==> src/rtl/pc_pkg.sv <==
// Shared types for the program-counter stage: next-PC source selector and
// fetch-control state encoding.
package pc_pkg;

    typedef enum logic [1:0] {
        PC_INC     = 2'b00,
        PC_BRANCH  = 2'b01,
        PC_RESTART = 2'b10,
        PC_RSVD    = 2'b11
    } pc_sel_t;

    typedef enum logic [1:0] {
        PC_IDLE   = 2'b00,
        PC_RUN    = 2'b01,
        PC_HALTED = 2'b10
    } pc_state_t;

    // A non-sequential load is any accepted branch or restart.
    function automatic logic sel_is_redirect(input pc_sel_t sel);
        return (sel == PC_BRANCH) || (sel == PC_RESTART);
    endfunction

endpackage

==> src/rtl/pc_next_mux.sv <==
// Combinational next-PC select; reports redirects, increment wrap and
// reserved selector encodings alongside the chosen value.
module pc_next_mux
    import pc_pkg::*;
#(
    parameter int                    DATA_WIDTH   = 11,
    parameter logic [DATA_WIDTH-1:0] RESET_VECTOR = '0
) (
    input  pc_sel_t               i_pc_sel,
    input  logic [DATA_WIDTH-1:0] i_pc,
    input  logic [DATA_WIDTH-1:0] i_pc_adder_out,
    input  logic [DATA_WIDTH-1:0] i_branch_target,
    output logic [DATA_WIDTH-1:0] o_next_pc,
    output logic                  o_redirect,
    output logic                  o_wrap,
    output logic                  o_rsvd
);

    // Source select; a reserved selector keeps the current PC.
    always_comb begin
        o_next_pc  = i_pc;
        o_redirect = sel_is_redirect(i_pc_sel);
        o_wrap     = 1'b0;
        o_rsvd     = 1'b0;
        case (i_pc_sel)
            PC_INC: begin
                o_next_pc = i_pc_adder_out;
                o_wrap    = (i_pc_adder_out == {DATA_WIDTH{1'b0}});
            end
            PC_BRANCH:  o_next_pc = i_branch_target;
            PC_RESTART: o_next_pc = RESET_VECTOR;
            PC_RSVD:    o_rsvd    = 1'b1;
            default:    o_rsvd    = 1'b1;
        endcase
    end

endmodule

==> src/rtl/pc_register.sv <==
// Program-counter register stage: holds the PC fed to pc_adder and instruction
// memory, and gates fetch through an IDLE/RUN/HALTED controller.
module pc_register
    import pc_pkg::*;
#(
    parameter int                    DATA_WIDTH   = 11,
    parameter logic [DATA_WIDTH-1:0] RESET_VECTOR = '0
) (
    input  logic                  clk,
    input  logic                  reset,
    input  logic                  start,
    input  logic                  halt,
    input  logic                  stall,
    input  logic [1:0]            pc_sel,
    input  logic [DATA_WIDTH-1:0] branch_target,
    input  logic [DATA_WIDTH-1:0] pc_adder_out,
    output logic [DATA_WIDTH-1:0] pc_adder_in,
    output logic [DATA_WIDTH-1:0] pc_out,
    output logic                  pc_valid,
    output logic                  redirect,
    output logic                  halted,
    output logic                  wrapped,
    output logic                  sel_error
);

    pc_state_t             r_state;
    pc_state_t             w_state_nxt;
    logic [DATA_WIDTH-1:0] r_pc;
    logic [DATA_WIDTH-1:0] w_pc_nxt;
    logic                  r_redirect;
    logic                  w_redirect_nxt;
    logic                  r_halted;
    logic                  r_wrapped;
    logic                  w_wrapped_nxt;
    logic                  r_sel_error;
    logic                  w_sel_error_nxt;
    logic [DATA_WIDTH-1:0] w_mux_pc;
    logic                  w_mux_redirect;
    logic                  w_mux_wrap;
    logic                  w_mux_rsvd;

    pc_next_mux #(
        .DATA_WIDTH   (DATA_WIDTH),
        .RESET_VECTOR (RESET_VECTOR)
    ) u_next_mux (
        .i_pc_sel        (pc_sel_t'(pc_sel)),
        .i_pc            (r_pc),
        .i_pc_adder_out  (pc_adder_out),
        .i_branch_target (branch_target),
        .o_next_pc       (w_mux_pc),
        .o_redirect      (w_mux_redirect),
        .o_wrap          (w_mux_wrap),
        .o_rsvd          (w_mux_rsvd)
    );

    // Next-state, next-PC and flag update; halt outranks stall outranks pc_sel.
    always_comb begin
        w_state_nxt     = r_state;
        w_pc_nxt        = r_pc;
        w_redirect_nxt  = 1'b0;
        w_wrapped_nxt   = r_wrapped;
        w_sel_error_nxt = r_sel_error;
        case (r_state)
            PC_IDLE: begin
                if (halt) begin
                    w_state_nxt = PC_HALTED;
                end else if (start) begin
                    w_state_nxt = PC_RUN;
                end else begin
                    w_state_nxt = PC_IDLE;
                end
            end
            PC_RUN: begin
                if (halt) begin
                    w_state_nxt = PC_HALTED;
                end else if (stall) begin
                    w_pc_nxt = r_pc;
                end else begin
                    w_pc_nxt        = w_mux_pc;
                    w_redirect_nxt  = w_mux_redirect;
                    w_wrapped_nxt   = r_wrapped | w_mux_wrap;
                    w_sel_error_nxt = r_sel_error | w_mux_rsvd;
                end
            end
            PC_HALTED: w_state_nxt = PC_HALTED;
            default:   w_state_nxt = PC_IDLE;
        endcase
    end

    // State, PC and output flag registers with synchronous reset.
    always_ff @(posedge clk) begin
        if (reset) begin
            r_state     <= PC_IDLE;
            r_pc        <= RESET_VECTOR;
            r_redirect  <= 1'b0;
            r_halted    <= 1'b0;
            r_wrapped   <= 1'b0;
            r_sel_error <= 1'b0;
        end else begin
            r_state     <= w_state_nxt;
            r_pc        <= w_pc_nxt;
            r_redirect  <= w_redirect_nxt;
            r_halted    <= (w_state_nxt == PC_HALTED);
            r_wrapped   <= w_wrapped_nxt;
            r_sel_error <= w_sel_error_nxt;
        end
    end

    assign pc_out      = r_pc;
    assign pc_adder_in = r_pc;
    assign pc_valid    = (r_state == PC_RUN) && !stall && !halt;
    assign redirect    = r_redirect;
    assign halted      = r_halted;
    assign wrapped     = r_wrapped;
    assign sel_error   = r_sel_error;

endmodule

==> config.mk <==
export PLATFORM = sky130hd
export DESIGN_NAME = pc_register
export DESIGN_NICKNAME = d
export VERILOG_FILES = /design/src/rtl/pc_pkg.sv /design/src/rtl/pc_next_mux.sv /design/src/rtl/pc_register.sv
export SDC_FILE = /design/constraint.sdc
export NUM_CORES = 1
export LEC_CHECK = 0
export CAP_MARGIN = 20
export CORE_MARGIN = 2
export CORE_UTILIZATION = 42
export DETAILED_ROUTE_END_ITERATION = 10
export PLACE_DENSITY = 0.85
export SLEW_MARGIN = 20
export SYNTH_ARGS = -nofsm -noshare
export SYNTH_HDL_FRONTEND = slang
export SYNTH_HIERARCHICAL = 1
export SYNTH_SLANG_ARGS = --single-unit
==> constraint.sdc <==
create_clock -name clk -period 3.46 [get_ports clk]
set_clock_uncertainty 0.15 [all_clocks]
set_input_delay 1.038 -clock clk [delete_from_list [all_inputs] [get_ports clk]]
set_output_delay 1.038 -clock clk [all_outputs]
set_load 0.02 [all_outputs]
* Word level (Yosys, flattened, before mapping)
Cells that the tools add are included.
** Word-level totals
- Bits of input ports :: 29
- Output and inout bits :: 27
- Flip-flop bits (word level) :: 17
- Logic and storage cells :: 36
** Cells by class
- Multiplexer cells :: 7
- Reduce and logical (&&, ||, !) cells :: 12
- Bitwise operators :: 5
- Eq/ne operators :: 6
** Operators with widths (count)
- one-hot mux 11 bit (3 select lines) :: 1
- zero test 11 bit :: 1
- equality test 2 bit (second input constant) :: 4
- one-hot mux 2 bit (3 select lines) :: 1
- equality test 2 x 1 -> 1 bit (second input constant) :: 2
- zero test 2 bit :: 2
- two-way mux 2 bit :: 2
- AND reduction 4 bit :: 1
- OR reduction 4 bit :: 1
- two-way mux 1 bit :: 3
- inverter 1 bit :: 3
- AND reduction 3 bit :: 1
- nonzero test 3 bit :: 1
- logical AND 1 bit :: 2
- zero test 1 bit :: 2
- OR 1 bit :: 2
- logical OR 1 bit :: 1

* Depth between registers and ports, before layout
- Word-level depth :: 4
- Depth in mapped cells :: 7

* Cells and area by module
Netlist, hierarchy kept.
** By module, submodules not included
- pc_register :: area an instance 793.3 sq um, cells an instance 80, times used 1
- pc_next_mux :: area an instance 282.8 sq um, cells an instance 46, times used 1

* Least setup slack after synthesis
No wires, ideal clock.
- Path kind :: input -> output
- Start :: input port halt
- End :: output port pc_valid
- Setup slack :: 447 ps
- Cell stages on the path :: 3
- Data required time :: 2272 ps
- Arrival :: 1825 ps
- Cell sequence :: or4b_4 > inv_2 > buf_12
** On the way
- Word-level cells in the longest chain between the ends :: 2
** RTL lines
- start, declared :: RTL line pc_register.sv:12 : input logic halt,
- zero test 1 bit :: RTL line pc_register.sv:111 : assign pc_valid = (r_state == PC_RUN) && !stall && !halt;
- logical AND 1 bit :: RTL line pc_register.sv:111
- end, declared :: RTL line pc_register.sv:19 : output logic pc_valid,
No other way between the ends.

* Final worst setup path
Ends and elaborated chain as after synthesis.

==> out/qor.yml <==
outcome: "completed"
drcViolationCount: 0
place_congestion: 0.8664
dieArea_um2: 2983
final_layout_size_suffix_gt1_share_pct: 7.059
synth-adder-area-share_pct: 3.488
gr-total-overflow: 0
post-route-period-util_pct: 98.57
syn_nets: 158
nFillCells: 223
slowest_stage: "or4b_4"
grt_pass1_vias: 1036
tightest_slew_ps: 756.6
cts_buffers: 3
final_hold_viol_count: 0
maxCapViolations: 0
fin_setup_tns_ps: 0
ys_types: 22
whs_ps: 327.3
drtAntennaViolNets: 0
die_h_um: 54.62
gr-usage-all-layers_pct: 20.58
synth_compound_area_share_pct: 14.88
yosysWarnings: 6
routed_via_density: 5.020
cts_sinks: 17
antenna_cells: 0
muxShareOfSynthArea_pct: 10.23
power.leakage_uw: 0.0005393
p_comb_share_pct: 21.5
finalMaxSlewViolations: 0
netSwitchingPower_uw: 105.3
ir_drop_v: 0.0002665
clk_path_buf_depth: 2
worstReg2RegEnd: "pc_adder_in[7]"
power_per_cell_area_nw_per_um2: 252.3
seqPwrFrac_pct: 50.3
io_buffers: 55
min_period_ps: 3411
fp.dieW_um: 54.62
synth_top_area_cell: "dfxtp_1"
drt_pass1_iterations: 4
fmax_mhz: 293.2
r2r-start: "r_state[1]"
crit_chain: "clkdlybuf4s50_1 > or4b_4 > inv_2 > buf_4"
layout.nets: 203
hold_depth: 1
cts_setup_buffers: 0
endpoint: "pc_valid"
required_ps: 2270
internal_power_uw: 294.1
clk_root_buffer_cell: "clkbuf_4"
yosys.area.top_type_share_pct: 31.63
cpPeakStageDelay_ps: 540
synth_area_leaders: "dfxtp_1 32%, nand2b_1 15%, mux2i_1 10%, buf_4 9.1%, a22oi_1 7.7%"
syn_avg_cell_area_um2: 8.540
grt_max_degree: 31
p_clk_share_pct: 28.2
clkLatencyLatePin_ps: 300
cts_tree: "done"
wl_per_cell_um: 13.82
worstSetupPathDepth: 4
slew-limit-headroom_pct: 49.40
dp_hpwl_um: 2124
fin_cells: 200
crit_family: "buffers and inverters"
ys_ff_latch: 17
power_uw: 399.4
startpoint: "halt"
synth_xor_xnor_area_share_pct: 0
drt_iter0_drc: 20
core_um2: 2455
worstPathArrival_ps: 2220
io-pin-count: 56
rrSetupSlack_ps: 1790
synth_cells: 126
path_clk_slew_ps: 120
synth_top_family_by_area: "simple AND/OR/NAND/NOR gates"
antenna_found_initial: 0
crit_buf_inv: 3
row_count: 18
ys_seq_area_share_pct: 31.63
syn-cell-area_um2: 1076
worst-setup-path-type: "in -> out"
cts_max_level: 1
rsz0062_at_grt: "false"
critPathLaunchType: "input port"
wirelength_um: 2763
hold_path.class: "reg -> reg"
cp-end-kind: "output port"
grt_first_pass_wirelength_um: 4395
rr_worst_depth: 4
dp.cells: 196
crit_fanout: 2
setup_violations: 0
area_growth_syn_to_layout_pct: 47.09
start_util_pct: 43.83
yosys.area_share.simple_pct: 25.12
switching_share_pct: 26.36
dr_total_vias: 1004
## power groups by stage
stage	Sequential (uW)	Clock (uW)	Combinational, uW
2_1_floorplan	207	0	38.2
3_3_place_gp	205	0	82.8
3_5_place_dp	205	0	85.3
4_1_cts	201	117	85.5
5_1_grt	201	126	92.8
6_report	201	113	85.7
## metrics by stage
stage          instance area, um^2  worst slack [ps]  util [%]
2_1_floorplan                 1076             446.6         -
3_3_place_gp                  1555            -398.3     63.35
3_5_place_dp                  1555            -429.1     63.35
4_1_cts                       1580             16.92     64.37
5_1_grt                       1583             14.91     64.48
6_report                      1583             49.48     64.48
## what timing repair did
action,4_1_cts,5_1_grt
hold buffers,0,0
resized for setup,4,1
setup endpoints to repair,1,1
## cells by family (layout without fill, tap and decap cells)
logic type	count (synthesis)	after routing
AOI/OAI and AO/OA	26	26
adders and majority gates	3	3
buffers and inverters	24	68
DFF	17	17
muxes	11	11
and+or+nand+nor	45	45
## layout make-up
| class | count | area, um^2 | share of cell area (%) |
|---|---|---|---|
| multi-input combinational | 85 | 578.1 | 36.52 |
| tap | 30 | 37.54 | 2.372 |
| clock buffer | 3 | 22.52 | 1.423 |
| sequential | 17 | 340.3 | 21.50 |
| clock inverter | 1 | 7.507 | 0.4743 |
| timing repair buffer | 59 | 578.1 | 36.52 |
| inverter | 5 | 18.77 | 1.186 |
## metal layers
| layer | vias up | global-route usage [%] | share of wire, % |
|---|---|---|---|
| met5 | - | 0 | 0 |
| met4 | 0 | 3.750 | 1.3 |
| met3 | 4 | 6.557 | 5.3 |
| met2 | 33 | 39.29 | 53 |
| met1 | 460 | 21.78 | 41 |
| li1 | 507 | - | - |
## worst min path at each step
stage | from | endpoint | slack (ps)
CTS | r_state[1] | r_state[0] | 330
detailed placement | r_state[1] | r_state[0] | 310
finish | r_state[1] | r_state[0] | 330
global placement | r_state[1] | r_state[0] | 300
global route | r_state[1] | r_state[0] | 340
floorplan | r_state[1] | r_state[0] | 280
## sequential cells by signal, summed over array words and instances (netlist names)
name,cells
r_state,2
wrapped,1
halted,1
redirect,1
sel_error,1
pc_adder_in,11
## cell usage after synthesis
| master | n |
|---|---|
| a21oi_1 | 2 |
| or4b_4 | 1 |
| and3_1 | 1 |
| ha_1 | 3 |
| buf_2 | 2 |
| nor4_1 | 3 |
| a22oi_1 | 11 |
| clkbuf_1 | 3 |
| buf_12 | 1 |
| inv_2 | 1 |
| nor4b_2 | 1 |
| dfxtp_1 | 17 |
| o22ai_1 | 2 |
| nor3b_1 | 1 |
| buf_4 | 13 |
| or2b_1 | 1 |
| nand2_1 | 11 |
| nand2b_1 | 25 |
| nor2_1 | 1 |
| mux2i_1 | 11 |
| inv_1 | 4 |
| o21ai_1 | 11 |
## cells in the final DEF, fill, tap and decap left out
cell type	n
clkdlybuf4s50_1	54
nand2b_1	25
dfxtp_1	17
mux2i_1	11
a22oi_1	11
nand2_1	11
o21ai_1	11
buf_4	5
inv_1	4
nor4_1	3
clkbuf_4	3
ha_1	3
a21oi_1	2
o22ai_1	2
or4b_4	1
inv_2	1
nor3b_1	1
or2b_1	1
nor2_1	1
clkinvlp_4	1
nor4b_2	1
and3_1	1
Note: power is estimated with default switching activity, not from simulation.
